File: config.mk
export PLATFORM = sky130hd
export DESIGN_NAME = addr_sel_exc
export DESIGN_NICKNAME = d
export VERILOG_FILES = /design/src/rtl/addr_sel_exc.sv
export SDC_FILE = /design/constraint.sdc
export NUM_CORES = 1
export LEC_CHECK = 0
export CAP_MARGIN = 40
export CELL_PAD_IN_SITES_DETAIL_PLACEMENT = 1
export CELL_PAD_IN_SITES_GLOBAL_PLACEMENT = 1
export CORE_MARGIN = 2
export CORE_UTILIZATION = 27
export CTS_CLUSTER_DIAMETER = 30
export CTS_CLUSTER_SIZE = 8
export DETAILED_ROUTE_END_ITERATION = 12
export PLACE_DENSITY = 0.87
export SYNTH_ARGS = -nofsm -noshare
export SYNTH_HDL_FRONTEND = slang
export SYNTH_SLANG_ARGS = --single-unit
File: constraint.sdc
create_clock -name clk -period 3.3 [get_ports clk]
set_input_delay 0.66 -clock clk [delete_from_list [all_inputs] [get_ports clk]]
set_output_delay 0.66 -clock clk [all_outputs]
set_load 0.005 [all_outputs]
File: src/rtl/addr_sel_exc.sv
// Memory-address selector with an exception-vector sequencer (IDLE -> VEC -> DONE).
// Optional `ADDR_SEL_EXC_PENDING_EN: one-deep pending cause captured while busy.
module addr_sel_exc #(
    parameter int              WIDTH    = 32,
    parameter int              NSRC     = 3,
    parameter int              SELW     = 2,
    parameter longint unsigned VEC_BASE = 253,
    parameter int              NVEC     = 3,
    parameter int              MEM_LAT  = 1
) (
    input  logic                  clk,
    input  logic                  reset,
    input  logic [SELW-1:0]       sel,
    input  logic [NSRC*WIDTH-1:0] src,
    input  logic [NVEC-1:0]       exc_req,
    input  logic [7:0]            mem_byte,
    output logic [WIDTH-1:0]      addr_out,
    output logic                  busy,
    output logic                  exc_done,
    output logic [WIDTH-1:0]      handler_addr,
    output logic [WIDTH-1:0]      epc_out,
    output logic [NVEC-1:0]       cause_out
);

    localparam int CNTW = (MEM_LAT > 0) ? $clog2(MEM_LAT + 1) : 1;
    localparam int IDXW = (NVEC > 1) ? $clog2(NVEC) : 1;

    generate
        if (WIDTH < 64) begin : g_chk
            if (VEC_BASE + NVEC - 1 >= (64'd1 << WIDTH)) begin : g_bad
                $fatal(1, "addr_sel_exc: vector range does not fit in WIDTH");
            end
        end
    endgenerate

    typedef enum logic [1:0] {IDLE, VEC, DONE} state_t;

    state_t            state_q, state_d;
    logic [CNTW-1:0]   cnt_q, cnt_d;
    logic [IDXW-1:0]   idx_q, idx_d;
    logic [NVEC-1:0]   cause_q, cause_d;
    logic [WIDTH-1:0]  epc_q, epc_d;
    logic [WIDTH-1:0]  hnd_q, hnd_d;

    logic [WIDTH-1:0]  mux_addr;
    logic [WIDTH-1:0]  vec_addr;
    logic              req_any;
    logic [IDXW-1:0]   req_idx;
    logic              acc;
    logic [IDXW-1:0]   acc_idx;

`ifdef ADDR_SEL_EXC_PENDING_EN
    logic              pend_vld_q, pend_vld_d;
    logic [IDXW-1:0]   pend_idx_q, pend_idx_d;
`endif

    always_comb begin
        mux_addr = '0;
        for (int i = 0; i < NSRC; i++) begin
            if (sel == SELW'(i)) mux_addr = src[i*WIDTH +: WIDTH];
        end
    end

    // Descending scan so the lowest set cause is the final assignment.
    always_comb begin
        req_any = |exc_req;
        req_idx = '0;
        for (int i = NVEC - 1; i >= 0; i--) begin
            if (exc_req[i]) req_idx = IDXW'(i);
        end
    end

    assign vec_addr = WIDTH'(VEC_BASE) + WIDTH'(idx_q);

    always_comb begin
        state_d = state_q;
        cnt_d   = cnt_q;
        idx_d   = idx_q;
        cause_d = cause_q;
        epc_d   = epc_q;
        hnd_d   = hnd_q;
        acc     = 1'b0;
        acc_idx = req_idx;
`ifdef ADDR_SEL_EXC_PENDING_EN
        pend_vld_d = pend_vld_q;
        pend_idx_d = pend_idx_q;
`endif
        case (state_q)
            IDLE: begin
                if (req_any) acc = 1'b1;
            end
            VEC: begin
`ifdef ADDR_SEL_EXC_PENDING_EN
                if (!pend_vld_q && req_any) begin
                    pend_vld_d = 1'b1;
                    pend_idx_d = req_idx;
                end
`endif
                if (cnt_q == '0) begin
                    hnd_d   = WIDTH'(mem_byte);
                    state_d = DONE;
                end else begin
                    cnt_d = cnt_q - 1'b1;
                end
            end
            DONE: begin
                state_d = IDLE;
`ifdef ADDR_SEL_EXC_PENDING_EN
                // A request seen this DONE cycle counts as the pending one.
                if (pend_vld_q) begin
                    acc        = 1'b1;
                    acc_idx    = pend_idx_q;
                    pend_vld_d = 1'b0;
                end else if (req_any) begin
                    acc = 1'b1;
                end
`endif
            end
            default: state_d = IDLE;
        endcase
        if (acc) begin
            state_d = VEC;
            idx_d   = acc_idx;
            cause_d = NVEC'(1) << acc_idx;
            epc_d   = src[WIDTH-1:0];
            cnt_d   = CNTW'(MEM_LAT);
        end
    end

    always_ff @(posedge clk or posedge reset) begin
        if (reset) begin
            state_q <= IDLE;
            cnt_q   <= '0;
            idx_q   <= '0;
            cause_q <= '0;
            epc_q   <= '0;
            hnd_q   <= '0;
        end else begin
            state_q <= state_d;
            cnt_q   <= cnt_d;
            idx_q   <= idx_d;
            cause_q <= cause_d;
            epc_q   <= epc_d;
            hnd_q   <= hnd_d;
        end
    end

`ifdef ADDR_SEL_EXC_PENDING_EN
    always_ff @(posedge clk or posedge reset) begin
        if (reset) begin
            pend_vld_q <= 1'b0;
            pend_idx_q <= '0;
        end else begin
            pend_vld_q <= pend_vld_d;
            pend_idx_q <= pend_idx_d;
        end
    end
`endif

    assign busy         = (state_q != IDLE);
    assign exc_done     = (state_q == DONE);
    assign addr_out     = busy ? vec_addr : mux_addr;
    assign handler_addr = hnd_q;
    assign epc_out      = epc_q;
    assign cause_out    = cause_q;

endmodule

==> flow_metrics.env <==
export IMPL_outcome="finished, final reports clean"
export IMPL_grt_pass1_vias=3102
export IMPL_p_leak_nw=2.047
export IMPL_cts_tree="done"
export IMPL_cts_buffers=5
export IMPL_synth_area_um2=2968
export IMPL_place_gp_congestion=0.6908
export IMPL_n_fill_cell=1238
export IMPL_grt_ovfl_total=0
export IMPL_fin_total_pwr_mw=3.588
export IMPL_final_max_slew_violation_count=0
export IMPL_ys_types=32
export IMPL_clock_tree_buffer_depth=2
export IMPL_arrival_ps=2440
export IMPL_syn_avg_cell_area_um2=10.49
export IMPL_timing_critical_path_cells="clkdlybuf4s50_1 > inv_1 > buf_4 > nand2_1 > a21oi_1 > clkdlybuf4s50_1"
export IMPL_cp_required_ps=2640
export IMPL_drc=0
export IMPL_timing_setup_tns_ps=0
export IMPL_syn_inst=283
export IMPL_postCtsHoldBufs=0
export IMPL_coreArea_um2=10790
export IMPL_routed_via_count=2772
export IMPL_grt_use_total_pct=16.82
export IMPL_wl_per_cell_um=16.90
export IMPL_layout_area_seq_um2=1176
export IMPL_finalHoldViolCount=0
export IMPL_die_w_um=108.8
export IMPL_clk_pin_slew_ps=100
export IMPL_maxCapViolCount=0
export IMPL_fin_nets=578
export IMPL_critical_path_top_delay_family="buffers and inverters"
export IMPL_postRouteAntennaNets=0
export IMPL_clock_sinks=47
export IMPL_worst_path_largest_cell_delay_ps=530
export IMPL_max_freq_mhz=322.7
export IMPL_row_count=38
export IMPL_initial_core_util_pct=27.50
export IMPL_io_pins=212
export IMPL_design_area_um2=4950
export IMPL_first_iter_violations=87
export IMPL_grt_antenna_before_repair=0
export IMPL_worst_path_buf_inv=4
export IMPL_setup_violations=0
export IMPL_numPortBuffers=187
export IMPL_fin_crit_sh_pct=93.90
export IMPL_grt_max_degree=38
export IMPL_dieHeight_um=108.8
export IMPL_viasPerCell=4.567
export IMPL_multi_input_area_um2=1554
export IMPL_pwr_density_cell_nw_per_um2=724.9
export IMPL_critPathLaunchType="input pin"
export IMPL_worst_path_max_delay_cell="clkdlybuf4s50_1"
export IMPL_rsz0062_at_grt="no"
export IMPL_root_buffer="clkbuf_8"
export IMPL_crit_fanout=20
export IMPL_yosys_warnings=0
export IMPL_min_path_type="flop to flop"
export IMPL_cts_setup_buffers=0
export IMPL_end_kind="output port"
export IMPL_cpMostUsedCell="clkdlybuf4s50_1"
export IMPL_placedInstanceArea_um2=4853
export IMPL_dr_pass1_iters=4
export IMPL_layout_drive_gt1_share_pct=18.63
export IMPL_yosys_register_bits=47
export IMPL_cts_htree_levels=2
export IMPL_post_cts_resized=0
export IMPL_seq_area_frac_synth_pct=39.63
export IMPL_crit_type="input pin to output port"
export IMPL_peakVddDrop_v=0.0002669
export IMPL_grt_pass1_wl_mm=15.46
export IMPL_area_delta_synth_final_pct=66.78
export IMPL_clock_skew_ps=13.06
export IMPL_clock_latency_ps=300
export IMPL_die_area_um2=11850
export IMPL_diodes=0
export IMPL_final_cells=607
export IMPL_dp_cells=599
export IMPL_place_hpwl_mm=8.287
export IMPL_fin_crit_ps=3099
export IMPL_routed_wl_mm=10.26
## routing by layer
layer  GRT usage [%]  routed length [um]  up-vias
met4           3.755                  93        0
met2           32.68                5469      130
met5               0                   0        -
met3           4.423                 798        6
met1           18.02                3899     1342
li1                -                   -     1294
## state kept, by name, indices dropped and copies added, names as in the netlist
register,cells
cause_out,2
epc_out,32
cnt_q,1
handler_addr,8
idx_q,2
state_q,2
## cells by family (layout without fill, tap and decap cells)
logic type                 after synthesis  after routing  share of synthesized area, %
DFF                                     47             47                         39.63
muxes                                   72             72                         29.30
and+or+nand+nor                         71             71                         11.21
other                                    1             24                        0.1264
buffers and inverters                   47            208                         11.00
AOI/OAI and AO/OA                       44             44                         8.305
adders and majority gates                1              1                        0.4215
## placed cells by master, fill, tap and decap left out, types with 2 or more instances in the layout
| master | count |
|---|---|
| a21oi_1 | 38 |
| a221oi_1 | 2 |
| buf_4 | 8 |
| clkbuf_8 | 5 |
| clkdlybuf4s50_1 | 186 |
| conb_1 | 24 |
| dfrtp_1 | 47 |
| inv_1 | 3 |
| mux2_1 | 11 |
| mux2_2 | 44 |
| mux2_4 | 16 |
| nand2_1 | 53 |
| nor2_1 | 8 |
| nor2_4 | 2 |
## power by group
part	switching, mW	leakage [nW]	internal [mW]	total [mW]
Combinational	0.806	1.45	1.35	2.16
Clock	0.222	0.0467	0.157	0.380
Sequential	0.173	0.553	0.876	1.05
Total	1.20	2.05	2.39	3.59
## stage by stage
| stage | hold slack [ps] | worst slack [ps] | utilization (%) |
|---|---|---|---|
| floorplan | 466.4 | 1097 | - |
| global placement | 468.6 | 227.0 | 44.97 |
| detailed placement | 475.6 | 159.8 | 44.97 |
| CTS | 500.3 | 147.4 | 45.86 |
| global route | 525.3 | 54.93 | 45.86 |
| finish | 496.3 | 201.3 | 45.86 |
## worst paths after layout
| kind | from | endpoint | slack (ps) | cells past startpoint |
|---|---|---|---|---|
| setup reg to reg | state_q[1]$_DFFE_PP0P_ | epc_out[20]$_DFFE_PP0P_ | 1560 | 4 |
| hold reg to reg | epc_out[31]$_DFFE_PP0P_ | epc_out[31]$_DFFE_PP0P_ | 500 | 1 |
| setup / recovery | sel[0] | addr_out[29] | 200 | 6 |
| max in group asynchronous | reset | epc_out[16]$_DFFE_PP0P_ | 1900 | 3 |
| min in group asynchronous | reset | epc_out[27]$_DFFE_PP0P_ | 620 | 2 |
| hold / removal | epc_out[31]$_DFFE_PP0P_ | epc_out[31]$_DFFE_PP0P_ | 500 | 1 |
## cell usage after synthesis, drive strengths merged
cell	instances	area (um2)
nor2b	2	12.51
a22o	1	8.760
nor2	11	72.57
clkbuf	3	11.26
conb	1	3.750
dfrtp	47	1176
mux2i	1	10.01
inv	5	21.27
buf	39	294.0
a21oi	38	190.2
mux2	71	859.6
a32o	1	10.01
ha	1	12.51
and2	1	6.260
o21ai	1	5.000
nand2	53	198.9
nor3	1	16.27
nand2b	2	20.02
a221oi	3	32.53
or2	1	6.260
## final cells by class
type,instances,share of cell area (%)
Clock buffer,5,1.390
Timing Repair Buffer,195,38.93
Inverter,5,0.4297
Clock inverter,3,0.5561
Sequential cell,47,23.76
Multi-Input combinational cell,212,31.40
Tap cell,140,3.539
Note: power is estimated with default switching activity, not from simulation.
